### src/rtl/vctr_fetch_ctrl.sv
// Vector fetch controller: pops a base address, issues BURST_LEN single-word
// reads, optionally byte-swaps the returned words and writes them to the vector FIFO.
module vctr_fetch_ctrl #(
  parameter int BURST_LEN = 8,
  parameter int ADDR_INC  = 4,
  parameter int TIMEOUT   = 1024
) (
  input  logic        clk,
  input  logic        reset,
  input  logic        run_program,
  input  logic        end_program,
  input  logic [31:0] addr_fifo_dout,
  input  logic        addr_fifo_empty,
  output logic        addr_fifo_rd,
  input  logic [15:0] vector_fifo_threshold,
  input  logic [15:0] words_in_vctr_fifo,
  input  logic        vector_fifo_full,
  input  logic        vector_byte_swap,
  output logic [31:0] master_addr,
  output logic        master_rd,
  input  logic [31:0] master_data_in,
  input  logic        master_data_in_val,
  output logic [31:0] vctr_fifo_din,
  output logic        vctr_fifo_wr,
  output logic        fetch_busy,
  output logic        fetch_error,
  output logic [31:0] bursts_done
);

  localparam int BW = $clog2(BURST_LEN);
  localparam int TW = $clog2(TIMEOUT + 1);

  typedef enum logic [1:0] {IDLE, ISSUE, WAIT, ERROR} state_e;

  state_e        state_q, state_d;
  logic [BW-1:0] beat_q, beat_d;
  logic [TW-1:0] tmo_q, tmo_d;
  logic [31:0]   base_q, base_d;
  logic [31:0]   addr_q, addr_d;
  logic [31:0]   din_q, din_d;
  logic [31:0]   bursts_q, bursts_d;
  logic          wr_q, wr_d;
  logic          err_q, err_d;
  logic          pop;
  logic          start;
  logic [16:0]   need;
  logic [31:0]   swapped;
  logic [31:0]   issue_addr;

  always_comb begin
    state_d    = state_q;
    beat_d     = beat_q;
    tmo_d      = tmo_q;
    base_d     = base_q;
    din_d      = din_q;
    bursts_d   = bursts_q;
    wr_d       = 1'b0;
    err_d      = err_q;
    pop        = 1'b0;
    // 17-bit headroom sum so a nearly full FIFO can never wrap into a pass
    need       = {1'b0, words_in_vctr_fifo} + 17'(BURST_LEN);
    start      = run_program & ~end_program & ~addr_fifo_empty &
                 (need <= {1'b0, vector_fifo_threshold});
    swapped    = {master_data_in[7:0], master_data_in[15:8],
                  master_data_in[23:16], master_data_in[31:24]};
    issue_addr = base_q + (32'(beat_q) * 32'(ADDR_INC));
    addr_d     = (state_q == ISSUE) ? issue_addr : addr_q;

    case (state_q)
      IDLE: begin
        if (start) begin
          pop     = 1'b1;
          base_d  = addr_fifo_dout;
          beat_d  = '0;
          state_d = ISSUE;
        end
      end
      ISSUE: begin
        tmo_d   = '0;
        state_d = WAIT;
      end
      WAIT: begin
        if (master_data_in_val) begin
          if (vector_fifo_full) begin
            err_d = 1'b1;
          end else begin
            wr_d  = 1'b1;
            din_d = vector_byte_swap ? swapped : master_data_in;
          end
          if (beat_q == BW'(BURST_LEN - 1)) begin
            bursts_d = bursts_q + 32'd1;
            state_d  = IDLE;
          end else begin
            beat_d  = beat_q + 1'b1;
            state_d = ISSUE;
          end
        end else if (tmo_q == TW'(TIMEOUT - 1)) begin
          err_d   = 1'b1;
          state_d = ERROR;
        end else begin
          tmo_d = tmo_q + 1'b1;
        end
      end
      ERROR: begin
        if (!run_program) state_d = IDLE;
      end
      default: state_d = IDLE;
    endcase
  end

  always_ff @(posedge clk or posedge reset) begin
    if (reset) begin
      state_q  <= IDLE;
      beat_q   <= '0;
      tmo_q    <= '0;
      base_q   <= '0;
      addr_q   <= '0;
      din_q    <= '0;
      bursts_q <= '0;
      wr_q     <= 1'b0;
      err_q    <= 1'b0;
    end else begin
      state_q  <= state_d;
      beat_q   <= beat_d;
      tmo_q    <= tmo_d;
      base_q   <= base_d;
      addr_q   <= addr_d;
      din_q    <= din_d;
      bursts_q <= bursts_d;
      wr_q     <= wr_d;
      err_q    <= err_d;
    end
  end

  // The pop is combinational from IDLE; mask it while reset holds the FSM
  assign addr_fifo_rd  = pop & ~reset;
  assign master_rd     = (state_q == ISSUE);
  assign master_addr   = addr_d;
  assign vctr_fifo_din = din_q;
  assign vctr_fifo_wr  = wr_q;
  assign fetch_busy    = (state_q != IDLE);
  assign fetch_error   = err_q;
  assign bursts_done   = bursts_q;

endmodule

### config.mk
export PLATFORM = sky130hd
export DESIGN_NAME = vctr_fetch_ctrl
export DESIGN_NICKNAME = d
export VERILOG_FILES = /design/src/rtl/vctr_fetch_ctrl.sv
export SDC_FILE = /design/constraint.sdc
export NUM_CORES = 1
export LEC_CHECK = 0
export BUFFER_PORTS_ARGS = -buffer_cell sky130_fd_sc_hd__buf_2
export CORE_MARGIN = 3
export CORE_UTILIZATION = 46
export CTS_CLUSTER_SIZE = 24
export DETAILED_ROUTE_END_ITERATION = 10
export PLACE_DENSITY = 0.71
export SYNTH_ARGS = -nofsm -noshare
export SYNTH_HDL_FRONTEND = slang
export SYNTH_SLANG_ARGS = --single-unit
### constraint.sdc
create_clock -name clk -period 9.6 [get_ports clk]
set_clock_uncertainty 0.05 [all_clocks]
set_input_delay 1.92 -clock clk [delete_from_list [all_inputs] [get_ports clk]]
set_output_delay 1.92 -clock clk [all_outputs]
set_load 0.1 [all_outputs]
==> run_results.csv <==
group,metric,value,unit
place,port_buffers,204,
sta,fmax,148,MHz
clock_tree,clock_sinks,146,
routing,drt_pass1_iterations,4,
synthesis,synth_fp_nets,855,
synthesis,synth_edf_count,0,
routing,drc,0,
layout,antenna_cells,0,
routing,post_drt_wl_per_cell,14.6,µm
layout,drive_gt1_frac,0.322,
layout,final_nets,1056,
clock_tree,hold_buffers,0,
hold_path,hp-class,"flip-flop to flip-flop",
sta,maxSlewHeadroom,0.317,
synthesis,synth_cells,722,
layout,seqCellArea,0.00365,mm²
critical_path,r2r_cells,9,
sta,rsz0062_at_grt,"no",
critical_path,r2r_slack,6890,ps
die,core_area,0.0155,mm²
run_status,status,"finished clean",
sta,period_share,0.702,
sta,finalSetupViolCount,0,
die,dieArea,0.0178,mm²
routing,drt-total-wl,16800,µm
global_routing,antenna_found_initial,1,
clock_tree,clk_pin_slew_worst_paths,70,ps
synthesis,avgSynthCellArea,10.3,µm²
critical_path,critical_path.startpoint,"words_in_vctr_fifo[6]",
clock_tree,cts_buffers,17,
die,initial_core_util,0.480,
layout,fill_cells,1374,
critical_path,critPathMaxFanout,33,
die,die_h,133,µm
clock_tree,cts_resized,0,
critical_path,rr_endpoint,"bursts_done[26]$_DFFE_PP0P_",
critical_path,critPathLaunchType,"input port",
sta,final-hold-violation-count,0,
clock_tree,clockBufferDepth,2,
layout,multi_input_area,0.00356,mm²
global_routing,grt_pass1_vias,5629,
critical_path,crit_type,"input port to output port",
clock_tree,clockRootBuffer,"clkbuf_16",
sta,setup_tns,0,ps
synthesis,ys_types,51,
synthesis,seq_area_frac_synth,0.489,
global_routing,grt_remaining_overflow,0,
synthesis,synthFlopType,"dfrtp_1",
critical_path,cp.arrival,4770,ps
synthesis,yosys_warnings,0,
sta,drv_slew,0,
layout,syn_to_final_growth,24.1,%
critical_path,required,7630,ps
sta,tightest_slew,1020,ps
routing,ant_nets,0,
clock_tree,htreeDepth,4,
place,place_congestion,0.802,
job,maxCapViolations,0,
die,ios,205,
clock_tree,clk_latency,420,ps
synthesis,synthesis.area,0.00747,mm²
place,hpwl,12200,µm
global_routing,grt_max_degree,77,
sta,layout_min_cycle_time,6740,ps
global_routing,grt_pass1_wl,27800,µm
die,dieWidth,133,µm
routing,drt_iter0_markers,214,
die,rows,45,
clock_tree,cts_tree,"built",
synthesis,synth-seq-cells,146,
critical_path,end_kind,"output port",
routing,viasPerCell,5.04,
clock_tree,post-cts-setup-buffers,0,
global_routing,track_usage,0.192,
synthesis,async_reset_ff_frac,1.00,
critical_path,worstReg2RegStart,"state_q[0]$_DFFE_PP0P_",
critical_path,endpoint,"addr_fifo_rd",
routing,num_vias,5780,
## worst min path at each step
stage | to | cells after the start | slack [ps] | start
floorplan | tmo_q[5]$_DFFE_PP0P_ | 1 | 420 | tmo_q[5]$_DFFE_PP0P_
global placement | fetch_error$_DFFE_PP0P_ | 1 | 410 | fetch_error$_DFFE_PP0P_
detailed placement | vctr_fifo_din[13]$_DFFE_PP0P_ | 2 | 420 | vctr_fifo_din[13]$_DFFE_PP0P_
CTS | vctr_fifo_din[13]$_DFFE_PP0P_ | 2 | 430 | vctr_fifo_din[13]$_DFFE_PP0P_
global route | vctr_fifo_din[0]$_DFFE_PP0P_ | 2 | 450 | vctr_fifo_din[0]$_DFFE_PP0P_
finish | vctr_fifo_din[13]$_DFFE_PP0P_ | 2 | 430 | vctr_fifo_din[13]$_DFFE_PP0P_
## cells by family after synthesis
family / synth area share
AO/OA/AOI/OAI: 0.0771
XOR/XNOR: 0.0856
adder cells (fa/ha/maj): 0.0496
buffers and inverters: 0.0337
flip-flops: 0.489
multiplexers: 0.104
AND/OR/NAND/NOR: 0.160
## registers in the layout, indices dropped and copies added (netlist names)
signal / cells
addr_q: 32
bursts_done: 32
vctr_fifo_wr: 1
fetch_error: 1
base_q: 32
state_q: 2
tmo_q: 11
vctr_fifo_din: 32
beat_q: 3
## cell usage in the layout, fill, tap and decap left out, types with 13 or more instances in the layout
cell type	n
buf_2	204
dfrtp_1	146
nand2_1	87
nor2_1	59
xnor2_1	46
o21ai_0	45
mux2_2	39
a21oi_1	36
inv_1	35
mux2i_1	34
xor2_1	27
ha_1	27
nand3_1	26
clkbuf_16	17
nand4_1	15
and3_1	13
## worst max-delay path, stage by stage
cell and delay [ps]:
buf_2 120, and4_1 260, and3_1 190, nand3_1 90, xnor2_1 150, ha_1 280
nand3_1 110, nor4_1 350, a21boi_0 260, o31ai_2 120, nand3_2 80, buf_4 410
nor2_1 70, buf_2 310
## metrics by stage
step / instances / worst slack, ps / util / hold WS [ps] / area (µm²)
6_report: 1147 / 2860 / 0.596 / 426 / 9270
5_1_grt: 1147 / 2600 / 0.596 / 449 / 9270
4_1_cts: 1147 / 2850 / 0.596 / 431 / 9270
3_5_place_dp: 1115 / 2850 / 0.558 / 416 / 8670
3_3_place_gp: 1115 / 2910 / 0.558 / 406 / 8670
2_1_floorplan: 722 / 2540 / - / 417 / 7470
## metal layers
metal / up-vias / wire [µm] / track usage
met4: 2 / 106 / 0.0429
li1: 2870 / - / -
met1: 2732 / 8010 / 0.274
met5: - / 13 / 0
met2: 166 / 7500 / 0.290
met3: 10 / 1130 / 0.0593
## layout make-up
class	count	area share
Sequential cell	146	0.394
Multi-Input combinational cell	514	0.384
Timing Repair Buffer	207	0.113
Clock buffer	18	0.0474
Tap cell	211	0.0285
Clock inverter	14	0.0174
Inverter	37	0.0155
## synthesized netlist by cell type, drive strengths merged, types with 4 or more instances
cell type,count,share of area
a21oi,37,0.025
xnor2,46,0.054
clkbuf,17,0.0085
xor2,27,0.032
nor3,8,0.0067
nand3,29,0.021
nor2,60,0.031
mux2i,34,0.046
nand2,89,0.046
dfrtp,146,0.49
o21ai,46,0.031
nor4,7,0.012
a21o,4,0.0040
o31ai,4,0.0047
and3,15,0.013
ha,28,0.047
inv,37,0.019
nand4,18,0.020
buf,8,0.0065
mux2,39,0.059
Power is left out: the tool's default activity adds up to more than one toggle a clock period on the data nets, which glitch-free logic cannot reach.
